<file path="src/rtl/bcd_sched_pkg.sv">
// rtl/bcd_sched_pkg.sv - shared constants, state encoding and digit correction for bcd_conv_sched
package bcd_sched_pkg;

   localparam int BIN_W  = 8;
   localparam int STEPS  = BIN_W;
   localparam int CNT_W  = $clog2(STEPS);
   localparam int BCD2_W = 2;
   localparam int BCD1_W = 4;
   localparam int BCD0_W = 4;
   localparam int ACC_W  = BCD2_W + BCD1_W + BCD0_W;

   localparam logic [3:0] CORR_THRESH = 4'd5;
   localparam logic [3:0] CORR_ADD    = 4'd3;

   typedef enum logic [1:0] {
      IDLE  = 2'd0,
      SHIFT = 2'd1,
      DONE  = 2'd2
   } state_t;

   function automatic logic [3:0] dd_corr(input logic [3:0] d);
      return (d >= CORR_THRESH) ? d + CORR_ADD : d;
   endfunction

endpackage

</file>
<file path="src/rtl/bcd_dd_step.sv">
// rtl/bcd_dd_step.sv - one double-dabble step: add-3 correction per digit, then shift in the next binary bit
module bcd_dd_step
   import bcd_sched_pkg::*;
(
   input  logic [ACC_W-1:0] acc,
   input  logic             bin_msb,
   output logic [ACC_W-1:0] acc_next
);

   logic [3:0] c2, c1, c0;

   // hundreds digit is widened to 4 bits for the shared correction and truncated on the shift
   assign c2 = dd_corr({2'b00, acc[BCD0_W+BCD1_W +: BCD2_W]});
   assign c1 = dd_corr(acc[BCD0_W +: BCD1_W]);
   assign c0 = dd_corr(acc[0 +: BCD0_W]);

   assign acc_next = ACC_W'({c2, c1, c0, bin_msb});

endmodule

</file>
<file path="src/rtl/bcd_conv_sched.sv">
// rtl/bcd_conv_sched.sv - two-requester scheduler around one iterative binary-to-BCD engine
// BCD_SCHED_RR_EN: round-robin arbitration when defined, fixed priority to requester 0 otherwise
module bcd_conv_sched
   import bcd_sched_pkg::*;
(
   input  logic              clk,
   input  logic              rst,
   input  logic              req0,
   input  logic [BIN_W-1:0]  bin0,
   input  logic              req1,
   input  logic [BIN_W-1:0]  bin1,
   output logic              gnt0,
   output logic              gnt1,
   output logic              busy,
   output logic              out_valid,
   output logic              out_id,
   output logic [BCD2_W-1:0] bcd2,
   output logic [BCD1_W-1:0] bcd1,
   output logic [BCD0_W-1:0] bcd0
);

   state_t            state, state_next;
   logic [BIN_W-1:0]  sh;
   logic [ACC_W-1:0]  acc, acc_next;
   logic [CNT_W-1:0]  cnt;
   logic              cur_id;
   logic              take0, take1;
   logic              last_step;

`ifdef BCD_SCHED_RR_EN
   logic              last;
`endif

   bcd_dd_step u_step (
      .acc      (acc),
      .bin_msb  (sh[BIN_W-1]),
      .acc_next (acc_next)
   );

   assign last_step = (cnt == CNT_W'(STEPS-1));
   assign busy      = (state != IDLE);

   always_comb begin
      state_next = state;
      take0      = 1'b0;
      take1      = 1'b0;
      case (state)
         IDLE: begin
`ifdef BCD_SCHED_RR_EN
            // on contention the requester not granted last time wins
            if (req0 && req1) begin
               take0 = last;
               take1 = ~last;
            end else begin
               take0 = req0;
               take1 = req1;
            end
`else
            take0 = req0;
            take1 = req1 & ~req0;
`endif
            if (req0 || req1)
               state_next = SHIFT;
         end
         SHIFT: begin
            if (last_step)
               state_next = DONE;
         end
         DONE:    state_next = IDLE;
         default: state_next = IDLE;
      endcase
   end

   always_ff @(posedge clk or posedge rst) begin
      if (rst)
         state <= IDLE;
      else
         state <= state_next;
   end

   always_ff @(posedge clk or posedge rst) begin
      if (rst) begin
         sh        <= '0;
         acc       <= '0;
         cnt       <= '0;
         cur_id    <= 1'b0;
         gnt0      <= 1'b0;
         gnt1      <= 1'b0;
         out_valid <= 1'b0;
         out_id    <= 1'b0;
         bcd2      <= '0;
         bcd1      <= '0;
         bcd0      <= '0;
      end else begin
         gnt0      <= take0;
         gnt1      <= take1;
         out_valid <= 1'b0;
         case (state)
            IDLE: begin
               if (take0 || take1) begin
                  sh     <= take0 ? bin0 : bin1;
                  acc    <= '0;
                  cnt    <= '0;
                  cur_id <= take1;
               end
            end
            SHIFT: begin
               acc <= acc_next;
               sh  <= {sh[BIN_W-2:0], 1'b0};
               cnt <= cnt + 1'b1;
               if (last_step) begin
                  bcd2      <= acc_next[BCD0_W+BCD1_W +: BCD2_W];
                  bcd1      <= acc_next[BCD0_W +: BCD1_W];
                  bcd0      <= acc_next[0 +: BCD0_W];
                  out_id    <= cur_id;
                  out_valid <= 1'b1;
               end
            end
            default: ;
         endcase
      end
   end

`ifdef BCD_SCHED_RR_EN
   always_ff @(posedge clk or posedge rst) begin
      if (rst)
         last <= 1'b1;
      else if (take0)
         last <= 1'b0;
      else if (take1)
         last <= 1'b1;
   end
`endif

endmodule

</file>
<file path="config.mk">
export PLATFORM = sky130hd
export DESIGN_NAME = bcd_conv_sched
export DESIGN_NICKNAME = d
export VERILOG_FILES = /design/src/rtl/bcd_sched_pkg.sv /design/src/rtl/bcd_dd_step.sv /design/src/rtl/bcd_conv_sched.sv
export SDC_FILE = /design/constraint.sdc
export NUM_CORES = 1
export LEC_CHECK = 0
export BUFFER_PORTS_ARGS = -buffer_cell sky130_fd_sc_hd__buf_4
export CORE_UTILIZATION = 56
export CTS_BUF_LIST = sky130_fd_sc_hd__clkbuf_4 sky130_fd_sc_hd__clkbuf_8
export CTS_CLUSTER_DIAMETER = 80
export DETAILED_ROUTE_END_ITERATION = 10
export PLACE_DENSITY = 0.81
export SYNTH_ARGS = -nofsm -noshare
export SYNTH_HDL_FRONTEND = slang
export SYNTH_SLANG_ARGS = --single-unit
</file>
<file path="constraint.sdc">
create_clock -name clk -period 2 [get_ports clk]
set_input_delay 0 -clock clk [delete_from_list [all_inputs] [get_ports clk]]
set_output_delay 0 -clock clk [all_outputs]
set_load 0.01 [all_outputs]
</file>
==> out/qor.csv <==
stage,metric,value,unit
global_route,vias in the first global route,1503,
power,Pleak,1.05,nW
place,pre-CTS setup slack,0.214,ns
worst_setup_path,CP required,2.23,ns
route,Via-to-Cell Ratio,5.38,
yosys,Synth cell types,26,
timing,Max Slew Vio Count,0,
place,HPWL after DPL,2.68,mm
timing,setup TNS,0,ns
timing,final worst path period need,1.82,ns
global_route,first-pass GRT wire length,6.47,mm
worst_setup_path,cells on worst reg2reg path,6,
timing,Final Cycle Share,91.0,%
die,core footprint,3030,sq um
global_route,largest net degree at the start of global routing,38,
worst_setup_path,critical path launch point type,register,
clock_network,CTS Root Cell,clkbuf_4,
clock_network,total CTS buffers,5,
layout,register area,926,sq um
route,number of remaining DRC errors,0,
yosys,Yosys reg bits,37,
yosys,async set-reset flop share out of synthesis,100,%
layout,filler cell count,213,
hold_path,Hold Crit Depth,5,
layout,Nets,258,
yosys,syn nets,214,
global_route,Overflow after GRT,0,
yosys,cell taking the most area after synthesis,dfrtp_1,
route,routed wire length,3.88,mm
timing,Worst Clk Skew,0.00964,ns
worst_setup_path,CP endpoint kind,register,
route,Detailed Route Iter0 Violations,72,
clock_network,clock-pin transition on the worst setup and hold timing paths,0.10,ns
outcome,outcome,completed,
place,gpl congestion,0.801,
yosys,number of synthesized flops with an enable pin,0,
yosys,top cell type's share of synthesized area,52.3,%
clock_network,Sink Count,37,
clock_network,CTS tree,yes,
power,VDD IR max,0.639,mV
yosys,Yosys warnings,0,
layout,ANT cells,0,
route,DR pass1 iterations,4,
timing,unrepaired setup endpoints after global routing,no,
layout,area delta synth->final,23.6,%
yosys,main flop type after synthesis,dfrtp_1,
yosys,Mapped Area,1770,sq um
die,Die Wd,58.2,microns
die,I/O pin total,35,
clock_network,clk buf depth,2,
route,DRT antenna net count,0,
route,vias,1485,
power,Pwr Total,3.29,mW
yosys,register area share after synthesis,52.3,%
die,die height,58.2,microns
clock_network,Clock Latency Late Sink,0.34,ns
yosys,Syn Inst Count,188,
worst_setup_path,Worst Path Arrival,2.05,ns
timing,relative slew slack,43.4,%
route,Routed WL per cell,14.1,microns
yosys,"Avg Cell Area, Syn",9.41,sq um
die,Starting Density,58.4,%
die,die area,3390,sq um
global_route,GRT Util Overall,25.9,%
global_route,initial antenna violation count,0,
place,IO Port Bufs,34,
yosys,Synth area leaders,"dfrtp_1 (52%), nand2_1 (7.9%), a21oi_1 (4.8%)",
layout,area of the multi-input gates,718,sq um
timing,final setup fails,0,
clock_network,CTS Hold Bufs,8,
run,maxcap violations,0,
layout,layout cell share with drive strength beyond 1,21.1,%
die,num rows,20,
timing,final worst slack,0.181,ns
clock_network,postcts setup bufs,0,
clock_network,Post-CTS Resized,0,
power,PD cells,1500,nW/um^2
timing,final hold vios,0,
hold_path,Hold Path Class,primary input to register,
timing,f_max,550,MHz
timing,Worst Tran Pin Value,0.848,ns
yosys,commonest cells in the netlist,"dfrtp_1 (37), nand2_1 (37), a21oi_1 (17), o21ai_0 (17)",
worst_setup_path,CP Max Fanout,4,
worst_setup_path,WS Path Type,register to register,
clock_network,H-tree depth,2,
==> final cells by class <==
class | count | area share, %
Sequential cell | 37 | 42.3
Multi-Input combinational cell | 130 | 32.8
Timing Repair Buffer | 47 | 17.0
Tap cell | 44 | 2.52
Inverter | 11 | 1.95
Clock buffer | 5 | 1.72
Clock inverter | 2 | 1.60
==> cell families (layout without fill, tap and decap cells) <==
logic type,count (synthesis),count (layout),share of synthesized area (%)
flops,37,37,52.3
buf+inv,21,65,7.07
compound gates,53,53,16.5
mux,2,2,1.27
simple gates,67,67,17.5
fa+ha+maj,6,6,4.24
xor+xnor,2,2,0.990
==> power breakdown <==
group	internal, mW	leakage, nW	switching, mW
logic	0.673	0.539	0.819
clock network	0.255	0.0410	0.237
registers	1.08	0.467	0.227
==> layer usage <==
layer  global-route usage [%]  up-vias  part of all wire, %
met4                     12.9        0                  2.6
met2                     46.6       57                   50
met1                     28.2      693                   42
met5                        0        -                    0
met3                     6.47       12                  5.1
li1                         -      723                    -
==> metrics by stage <==
step / hold WS, ns / instance area [sq um] / std cells / util (%)
finish: 0.113 / 2190 / 276 / 72.2
global placement: 0.127 / 2030 / 261 / 67.2
global route: 0.124 / 2190 / 276 / 72.2
detailed placement: 0.136 / 2030 / 261 / 67.2
CTS: 0.0624 / 2190 / 276 / 72.2
floorplan: 0.108 / 1770 / 188 / -
==> registers in the layout, indices dropped and copies added (netlist names), 2 cells and up <==
| name | flops |
|---|---|
| sh | 8 |
| bcd0 | 4 |
| bcd1 | 4 |
| acc | 9 |
| bcd2 | 2 |
| cnt | 3 |
| state | 2 |
==> final timing paths <==
check	slack (ns)	endpoint	start
max	0.18	acc[2]	acc[0]
min	0.11	sh[5]	bin0[5]
max reg2reg	0.18	acc[2]	acc[0]
min reg2reg	0.49	bcd2[1]	acc[8]
max in group asynchronous	1.37	acc[1]	rst
min in group asynchronous	0.30	sh[0]	rst
==> placed cells by master (no fill, tap or decap), types with 2 or more instances in the layout <==
master | Yosys | final
mux2_2 | 2 | 2
clkinv_2 | 1 | 2
dlygate4sd3_1 | 0 | 8
o22ai_1 | 3 | 3
nor2_1 | 10 | 10
a21oi_1 | 17 | 17
buf_4 | 1 | 39
xnor2_1 | 2 | 2
clkbuf_4 | 0 | 5
nor3b_1 | 7 | 7
nand2b_1 | 3 | 3
o21ai_0 | 17 | 17
or2_1 | 2 | 2
a2bb2oi_1 | 2 | 2
nand2_1 | 37 | 37
nor3_1 | 3 | 3
ha_1 | 6 | 6
dfrtp_1 | 37 | 37
a22o_1 | 3 | 3
a211oi_1 | 2 | 2
o21ai_1 | 9 | 9
inv_1 | 10 | 10
nand3b_1 | 3 | 3
==> worst max-delay path: stages (launching register included) <==
cell and delay (ns):
dfrtp_1 0.42, inv_1 0.10, ha_1 0.21, nand2b_1 0.09, a21oi_1 0.25, mux2_2 0.39
o21ai_0 0.26
Note: power is estimated with default switching activity, not from simulation.
